==> src/rtl/alu_pkg.sv <==
// Shared definitions for the arithmetic unit and its writeback stage.
// A beat is packed as {op[1:0], v, z, c, f[W-1:0]}.
package alu_pkg;

  typedef enum logic [1:0] {
    OP_ADD  = 2'b00,
    OP_SUB  = 2'b01,
    OP_PASS = 2'b10,
    OP_DEC  = 2'b11
  } op_e;

  // op (2) + v + z + c ride alongside the result
  localparam int FLAG_W = 5;

  function automatic int beat_width(input int w);
    return w + FLAG_W;
  endfunction

endpackage

==> src/rtl/alu_skid_buf.sv <==
// Generic two-entry skid buffer: an output register plus one skid slot, so that
// in_ready depends only on local state and never on out_ready.
module alu_skid_buf #(
  parameter int BEAT_W = 13
) (
  input  logic              clk,
  input  logic              rst_n,
  input  logic              in_valid,
  output logic              in_ready,
  input  logic [BEAT_W-1:0] in_data,
  output logic              out_valid,
  input  logic              out_ready,
  output logic [BEAT_W-1:0] out_data
);

  logic              skid_valid;
  logic [BEAT_W-1:0] skid_data;
  logic              accept;
  logic              load_out;

  assign in_ready = ~skid_valid;
  assign accept   = in_valid & in_ready;
  assign load_out = ~out_valid | out_ready;

  // The skid slot always drains first, so FIFO order holds; while it is full
  // in_ready is low and no new beat can race it into the output register.
  always_ff @(posedge clk or negedge rst_n) begin
    if (!rst_n) begin
      out_valid  <= 1'b0;
      out_data   <= '0;
      skid_valid <= 1'b0;
      skid_data  <= '0;
    end else if (load_out) begin
      if (skid_valid) begin
        out_valid  <= 1'b1;
        out_data   <= skid_data;
        skid_valid <= 1'b0;
      end else begin
        out_valid <= accept;
        if (accept) begin
          out_data <= in_data;
        end
      end
    end else if (accept) begin
      skid_valid <= 1'b1;
      skid_data  <= in_data;
    end
  end

endmodule

==> src/rtl/alu_result_stage.sv <==
// Registered writeback stage after the 8-bit arithmetic unit: skid-buffered
// result/flags plus sticky carry/overflow, zero-flag consistency and a beat counter.
module alu_result_stage
  import alu_pkg::*;
#(
  parameter int W     = 8,
  parameter int CNT_W = 16
) (
  input  logic             clk,
  input  logic             rst_n,
  input  logic             in_valid,
  output logic             in_ready,
  input  logic [W-1:0]     in_f,
  input  logic             in_c,
  input  logic             in_z,
  input  logic             in_v,
  input  logic [1:0]       in_op,
  output logic             out_valid,
  input  logic             out_ready,
  output logic [W-1:0]     out_f,
  output logic             out_c,
  output logic             out_z,
  output logic             out_v,
  output logic [1:0]       out_op,
  input  logic             sticky_clr,
  output logic             sticky_c,
  output logic             sticky_v,
  output logic             z_err,
  output logic [CNT_W-1:0] beat_cnt
);

  localparam int BEAT_W = beat_width(W);

  logic [BEAT_W-1:0] in_beat;
  logic [BEAT_W-1:0] out_beat;
  logic              accept;
  logic              z_bad;

  assign in_beat = {in_op, in_v, in_z, in_c, in_f};
  assign {out_op, out_v, out_z, out_c, out_f} = out_beat;

  alu_skid_buf #(.BEAT_W(BEAT_W)) u_skid (
    .clk       (clk),
    .rst_n     (rst_n),
    .in_valid  (in_valid),
    .in_ready  (in_ready),
    .in_data   (in_beat),
    .out_valid (out_valid),
    .out_ready (out_ready),
    .out_data  (out_beat)
  );

  assign accept = in_valid & in_ready;
  assign z_bad  = in_z ^ (in_f == '0);

  // A set on the same cycle as a clear wins, so no accepted event is ever dropped.
  always_ff @(posedge clk or negedge rst_n) begin
    if (!rst_n) begin
      sticky_c <= 1'b0;
      sticky_v <= 1'b0;
      z_err    <= 1'b0;
    end else begin
      sticky_c <= (sticky_c & ~sticky_clr) | (accept & in_c);
      sticky_v <= (sticky_v & ~sticky_clr) | (accept & in_v);
      z_err    <= (z_err & ~sticky_clr) | (accept & z_bad);
    end
  end

  always_ff @(posedge clk or negedge rst_n) begin
    if (!rst_n) begin
      beat_cnt <= '0;
    end else if (accept && (beat_cnt != '1)) begin
      beat_cnt <= beat_cnt + 1'b1;
    end
  end

endmodule

==> config.mk <==
export PLATFORM = sky130hd
export DESIGN_NAME = alu_result_stage
export DESIGN_NICKNAME = d
export VERILOG_FILES = /design/src/rtl/alu_pkg.sv /design/src/rtl/alu_skid_buf.sv /design/src/rtl/alu_result_stage.sv
export SDC_FILE = /design/constraint.sdc
export NUM_CORES = 1
export LEC_CHECK = 0
export CAP_MARGIN = 5
export CORE_MARGIN = 8
export CORE_UTILIZATION = 40
export CTS_CLUSTER_DIAMETER = 80
export CTS_CLUSTER_SIZE = 16
export DETAILED_ROUTE_END_ITERATION = 8
export GPL_TIMING_DRIVEN = 0
export PLACE_DENSITY_LB_ADDON = 0.12
export SYNTH_ARGS = -nofsm -noshare
export SYNTH_HDL_FRONTEND = slang
export SYNTH_SLANG_ARGS = --single-unit
export TNS_END_PERCENT = 20
==> constraint.sdc <==
create_clock -name clk -period 1.7 [get_ports clk]
set_input_delay 0.34 -clock clk [delete_from_list [all_inputs] [get_ports clk]]
set_output_delay 0.34 -clock clk [all_outputs]
set_load 0.01 [all_outputs]
Word-level counts from Yosys, hierarchy flattened
Index checks and enable logic that the tools add are counted.
Word-level totals
  register bits: 47
  bits of input ports: 18
  output and inout bits: 34
  word-level logic and storage cells: 37
Cells by class
  $add $sub $neg: 1
  equality and inequality tests: 1
  muxes and demuxes: 5
  bitwise gates (word level): 16
  reduce and logical (&&, ||, !) cells: 6
Operators with widths (number)
  $mux W13: 2
  $add A16 B1 Y16 const B: 1
  $ne A16 B16 Y1 const B: 1
  $logic_not A8 Y1: 1
  $and A1 B1 Y1: 7
  $not A1 Y1: 4
  $or A1 B1 Y1: 4
  $reduce_and A2 Y1: 2
  $reduce_bool A2 Y1: 2
  $mux W1: 3
  $logic_and A1 B1 Y1: 1
  $xor A1 B1 Y1: 1

Logic depth before layout (Yosys ltp)
Gate-level depths: netlist (run 1).
  word-level depth: 4
  depth in mapped cells: 6
  mapped depth without buffers: 5

Hierarchy
From an unflattened synthesis (run 1), not the netlist that was laid out.
Unflattened totals
  cells, all modules: 159
  area, all modules: 2268.4 µm²
By module, submodules not included
  alu_skid_buf: times used 1, cells an instance 78, area each 1328.8 µm², sequential area each 700.7 µm²
  alu_result_stage: times used 1, cells an instance 81, area each 939.7 µm², sequential area each 475.5 µm²

Worst setup path before layout (run 1)
Ideal clock, no wire load.
  kind: register to register
  start point: register u_skid.skid_valid
  end point: register u_skid.skid_data[10]
  library setup time: 0.125 ns
  arrival: 1.494 ns
  data required time: 1.575 ns
  path slack: 0.081 ns
  stages on the path, launching flop included: 7
  path buffers: 3
  period minus slack after synthesis: 1.619 ns
  path through: dfrtp_1 > buf_4 > nand2b_1 > buf_2 > nor2_2 > buf_4 > mux2_2
Between the ends
  cells in the longest elaborated chain, start to end: 3
Ends and longest elaborated chain
  from (decl): RTL line alu_skid_buf.sv:16  | logic skid_valid;
  from (signal assigned): RTL line alu_skid_buf.sv:31  | skid_valid <= 1'b0;
  from (signal assigned): RTL line alu_skid_buf.sv:37  | skid_valid <= 1'b0;
  from (signal assigned): RTL line alu_skid_buf.sv:45  | skid_valid <= 1'b1;
  $not A1 Y1: RTL line alu_skid_buf.sv:21  | assign in_ready = ~skid_valid;
  $and A1 B1 Y1: RTL line alu_skid_buf.sv:22  | assign accept = in_valid & in_ready;
  $reduce_and A2 Y1 (no source line)
  to (signal assigned): RTL line alu_skid_buf.sv:46  | skid_data <= in_data;
  to (decl): RTL line alu_skid_buf.sv:17  | logic [BEAT_W-1:0] skid_data;
Every way passes these cells.
A chain may end at the register's enable or synchronous reset.

Worst setup path after layout (run 1)
  start point: register beat_cnt[0]
  end point: register beat_cnt[1]
Between the ends
  cells in the longest elaborated chain, start to end: 2
  elaborated cells on any way between the ends: 3
  classes of those cells: 1 x add/sub; 1 x eq/ne; 1 x reduce/logical
Ends and longest elaborated chain
  from (decl): RTL line alu_result_stage.sv:29  | output logic [CNT_W-1:0] beat_cnt
  from (signal assigned): RTL line alu_result_stage.sv:73  | beat_cnt <= beat_cnt + 1'b1;
  branches (longest 2 deep; another with $add A16 B1 Y16)
Several ways; the timed one is not identified.

==> results of run 1 <==
## worst max-delay path, cell delays in order (launching register included)
cell and delay, ns:
dfrtp_1 0.38, ha_2 0.24, nand4_1 0.16, nor4_4 0.27
buf_4 0.18, nor2_2 0.05, mux2_4 0.29
## how the worst min path moves through the flow
stage | to | slack [ns] | cells after the start
2_1_floorplan | beat_cnt[0] | 0.04 | 0
3_3_place_gp | u_skid.skid_data[10] | 0.49 | 1
3_5_place_dp | u_skid.out_data[2] | 0.36 | 1
4_1_cts | u_skid.skid_data[0] | 0.03 | 1
5_1_grt | u_skid.skid_data[0] | 0.06 | 1
6_report | u_skid.skid_data[0] | 0.03 | 1
## cell type report
class	instances	area (um^2)	area share
Sequential cell	47	1190	0.402
Multi-Input combinational cell	124	931	0.315
Timing Repair Buffer	58	577	0.195
Clock buffer	8	100	0.0338
Tap cell	70	87.6	0.0296
Buffer	7	56.3	0.0190
Inverter	5	18.8	0.00634
## logic make-up after synthesis
logic type / share of synthesized area
multiplexers: 0.136
AND/OR/NAND/NOR: 0.174
AO/OA/AOI/OAI: 0.0484
adder cells (fa/ha/maj): 0.00583
XOR/XNOR: 0.0612
buffers and inverters: 0.0262
flip-flops: 0.548
## timing repair
action | CTS | global route
endpoints found under the setup margin | 27 | 26
setup buffers | 1 | 5
pin swaps | 0 | 1
endpoints found under the hold margin | 0 | 0
gates resized for setup | 11 | 15
cloned | 0 | 0
## per-stage QoR
stage	TNS [ns]	total power (W)	area, um^2
2_1_floorplan	0	0.00207	2150
3_5_place_dp	-9.61	0.00262	2760
3_3_place_gp	-60.62	0.00261	2740
6_report	0	0.00339	2960
5_1_grt	-0.130	0.00360	2960
4_1_cts	-0.0183	0.00337	2890
## state kept, by name, indices dropped and copies added (netlist names)
name and flops:
sticky_v 1, sticky_c 1, u_skid.skid_data 13, u_skid.skid_valid 1, beat_cnt 16, u_skid.out_valid 1
u_skid.out_data 13, z_err 1
## synth_stat cells, types with 3 or more instances
cell	n
mux2_2	13
a21oi_1	13
mux2i_1	13
nand4_1	4
nor4_1	5
buf_2	3
nand2_1	10
and4_1	3
nand3_1	6
xnor2_1	7
nor2_1	17
inv_1	5
nor3_1	3
dfrtp_1	47
xor2_1	8
## routing by layer
layer	vias to the layer above	track usage
li1	779	-
met1	731	0.152
met2	32	0.200
met3	6	0.0404
met4	0	0.0423
met5	-	0
## where the power goes
part | internal [W] | leakage, nW | switching [W] | total [W]
logic | 0.000614 | 0.665 | 0.000461 | 0.00108
registers | 0.00137 | 0.550 | 0.000216 | 0.00159
clock network | 0.000371 | 0.0515 | 0.000353 | 0.000724
==> qor.yml, run 1 <==
fp-row-count: 26
dp_slack_ns: -0.360
overflow: 0
cp_data_arrival_time_ns: 1.87
numCtsBuffers: 5
syn_area_per_cell_um2: 11.7
cts_tree: "yes"
crit_path_start: "beat_cnt[0]"
maxCapViolCount: 0
hold_buffers: 0
reg2reg_depth: 6
fillCellCount: 474
clk_pin_slew_ns: 0.08
syn_inst: 183
slew_headroom: 0.627
setup_viol: 0
drt-total-wl_um: 4740
die_x_um: 89.2
cts_buffer_depth: 2
globalplace.congestion: 0.742
drive_gt1_frac: 0.221
stdcell_count: 319
hp-class: "primary input to async pin"
drc: 0
synth_cell_types: 33
portBuffers: 51
synth-main-ff-cell: "dfrtp_1"
fmax_ghz: 0.591
num_vias: 1548
grt_max_degree: 25
antenna_found_initial: 0
rr_endpoint: "beat_cnt[1]"
cp_max_fo: 6
peakVddDrop_v: 0.000768
dp_hpwl_um: 3480
syn_area_um2: 2150
core_um2: 5140
viasPerCell: 4.85
gr-usage-all-layers: 0.124
worstMarginPinSlew_ns: 0.559
drv_slew: 0
firstDrtPassIters: 4
initial_core_util: 0.417
synthArstFlopShare: 1.00
wl_met2_um: 2340
power-per-cell-area_nw_per_um2: 1150
final_common_cell: "clkdlybuf4s50_1"
yosysWarnings: 0
clock_sinks: 47
io_pins: 52
crit_path_end: "beat_cnt[1]"
finalCriticalPeriod_ns: 1.69
cp_data_required_time_ns: 1.88
final_nets: 267
hold_viol: 0
die_h_um: 89.2
yosys.area.top_type: "dfrtp_1"
cts_max_level: 2
root_buffer: "clkbuf_8"
status: "completed"
rsz0062_at_grt: "true"
synth_nets: 202
setup_ws_ns: 0.00719
final.setup_skew_ns: 0.00950
yosysTopAreaCellShare: 0.548
end_kind: "flop"
fin_crit_sh: 0.996
dieArea_um2: 7960
placedCellCount: 305
ys_seq_area_frac: 0.548
ff2ff_setup_slack_ns: 0.007
synth_area_leaders: "dfrtp_1 (55%), mux2_2 (6.8%), mux2i_1 (6.1%), xor2_1 (3.3%), a21oi_1 (3.0%)"
crit_type: "flop to flop"
grt_pass1_wl_um: 7570
drtIter0Drc: 66
syn2layout_area_growth_pct: 37.9
highest_layer: "met4"
final_antenna_net_count: 0
num_antenna_cells: 0
reg2reg_from: "beat_cnt[0]"
final_cell_mix: "clkdlybuf4s50_1 (46), dfrtp_1 (37), nor2_1 (17)"
synth-seq-cells: 47
m1WireLength_um: 2040
clk_latency_ns: 0.30
grt_pass1_vias: 1545
start_kind: "flop"
synth_edf_count: 0
whs_ns: 0.0268
wl_per_cell_um: 14.9
wl_met3_um: 302
power_leakage_nw: 1.27
final_util: 0.576
No activity file was read; power rests on OpenSTA's default activity.
==> run 2: changes to the inputs <==
RECOVER_POWER = 100   (was unset)
SETUP_SLACK_MARGIN = 0.3   (was unset)
==> qor.yml, run 2 (synthesis results as in run 1) <==
die_x_um: 89.2
place_area_um2: 2810
final.setup_skew_ns: 0.00744
setup_viol: 0
critical-path-slowest-cell: "dlygate4sd3_1"
drv_slew: 0
hold_depth: 1
gr-usage-all-layers: 0.133
power_leakage_nw: 1.42
io_pins: 52
final_common_cell: "dfrtp_1"
peakVddDrop_v: 0.000609
power-per-cell-area_nw_per_um2: 1150
status: "completed"
overflow: 0
drive_gt1_frac: 0.259
wl_per_cell_um: 15.8
hp-class: "flop to flop"
num_antenna_cells: 0
cpPeakStageDelay_ns: 0.60
final_cell_mix: "dfrtp_1 (40), clkdlybuf4s50_1 (28), buf_4 (22), nor2_1 (17), dlygate4sd3_1 (17)"
cts_buffer_depth: 2
maxCapViolCount: 0
reg2reg_from: "beat_cnt[14]"
cp_max_fo: 2
firstDrtPassIters: 4
critical_path_buf_inv_count: 1
hold_viol: 0
drc: 0
core_um2: 5140
drtIter0Drc: 69
cp_data_arrival_time_ns: 1.32
grt_pass1_vias: 1595
finalCriticalPeriod_ns: 1.66
largest_reg_flops: 16
min-delay-start: "u_skid.skid_data[7]"
rr_endpoint: "beat_cnt[12]"
fmax_ghz: 0.604
grt_max_degree: 34
placedCellCount: 305
cts_max_level: 2
globalplace.congestion: 0.741
fin_crit_sh: 0.974
clock_sinks: 47
viasPerCell: 5.01
reg2reg_depth: 4
slew_headroom: 0.406
cts_tree: "yes"
stdcell_count: 344
grt_pass1_wl_um: 8120
ff2ff_setup_slack_ns: 0.09
start_kind: "flop"
dp_hpwl_um: 3540
worstMarginPinSlew_ns: 0.891
drt-total-wl_um: 5450
die_h_um: 89.2
path_delay_family: "buffers and inverters"
fillCellCount: 450
clk_latency_ns: 0.31
end_kind: "primary output"
num_vias: 1725
clk_pin_slew_ns: 0.10
portBuffers: 51
root_buffer: "clkbuf_8"
initial_core_util: 0.417
p_total_w: 0.00371
final_area_um2: 3240
rsz0062_at_grt: "true"
antenna_found_initial: 0
path_cells: "dlygate4sd3_1"
crit_type: "flop to primary output"
final_antenna_net_count: 0
dieArea_um2: 7960
fp-row-count: 26
numCtsBuffers: 5
min_to: "u_skid.skid_data[7]"
final_nets: 292
reg.largest.list: "beat_cnt x16, u_skid.out_data x13, u_skid.skid_data x13"
syn2layout_area_growth_pct: 50.9
max_flop_register: "beat_cnt"
cp_data_required_time_ns: 1.36
-- run 2: changes by cell type in the layout (fill, tap and decap cells not counted), moves of 7 or more --
cell / change
dlygate4sd3_1: +17
clkdlybuf4s50_1: -18
mux2_1: +7
mux2_2: -10
buf_4: +14
-- run 2: worst max path at each step --
| stage | cells past startpoint | slack, ns | from | end |
|---|---|---|---|---|
| 3_3_place_gp | 1 | -1.07 | rst_n | u_skid.out_data[4] |
| 4_1_cts | 1 | 0.05 | beat_cnt[15] | beat_cnt[15] |
| 5_1_grt | 1 | -0.001 | beat_cnt[5] | beat_cnt[5] |
| 6_report | 1 | 0.04 | beat_cnt[8] | beat_cnt[8] |
| 3_5_place_dp | 5 | -0.41 | in_valid | beat_cnt[12] |
| 2_1_floorplan | 5 | 0.13 | beat_cnt[0] | beat_cnt[1] |
-- run 2: per-layer routing --
metal  vias to the layer above  GRT usage  share of wire
li1                        828          -              -
met5                         -          0              0
met1                       849      0.188           0.48
met3                         7     0.0496          0.064
met2                        41      0.185           0.44
met4                         0     0.0363          0.011
-- run 2: what timing repair did --
action / 4_1_cts / 5_1_grt
hold buffers: 1 / 0
gates resized for setup: 29 / 24
setup endpoints to repair: 76 / 67
setup buffers: 14 / 15
cloned: 0 / 1
endpoints found under the hold margin: 14 / 0
pin swaps: 1 / 4
-- run 2: report_power, final --
part	total [W]	internal, W	switching, W
sequential	0.00156	0.00137	0.000186
clock	0.000897	0.000484	0.000412
combinational	0.00125	0.000701	0.000554
-- run 2: stage by stage --
step | util | hold slack (ns) | TNS, ns | worst slack, ns
after floorplan | - | 0.0444 | 0 | 0.125
after global placement | 0.543 | 0.488 | -59.12 | -1.07
after detailed placement | 0.546 | 0.275 | -9.24 | -0.414
after CTS | 0.604 | 0.483 | 0 | 0.0528
after global routing | 0.630 | 0.516 | -0.00100 | -0.00100
final | 0.630 | 0.494 | 0 | 0.0437
-- run 2: layout make-up --
cell class	instances	area, um^2	share of cell area
Timing Repair Buffer	83	768	0.237
Sequential cell	47	1180	0.366
Clock inverter	2	38.8	0.0120
Inverter	5	21.3	0.00657
Multi-Input combinational cell	124	985	0.304
Tap cell	70	87.6	0.0270
Buffer	7	70.1	0.0216
Clock buffer	6	82.6	0.0255
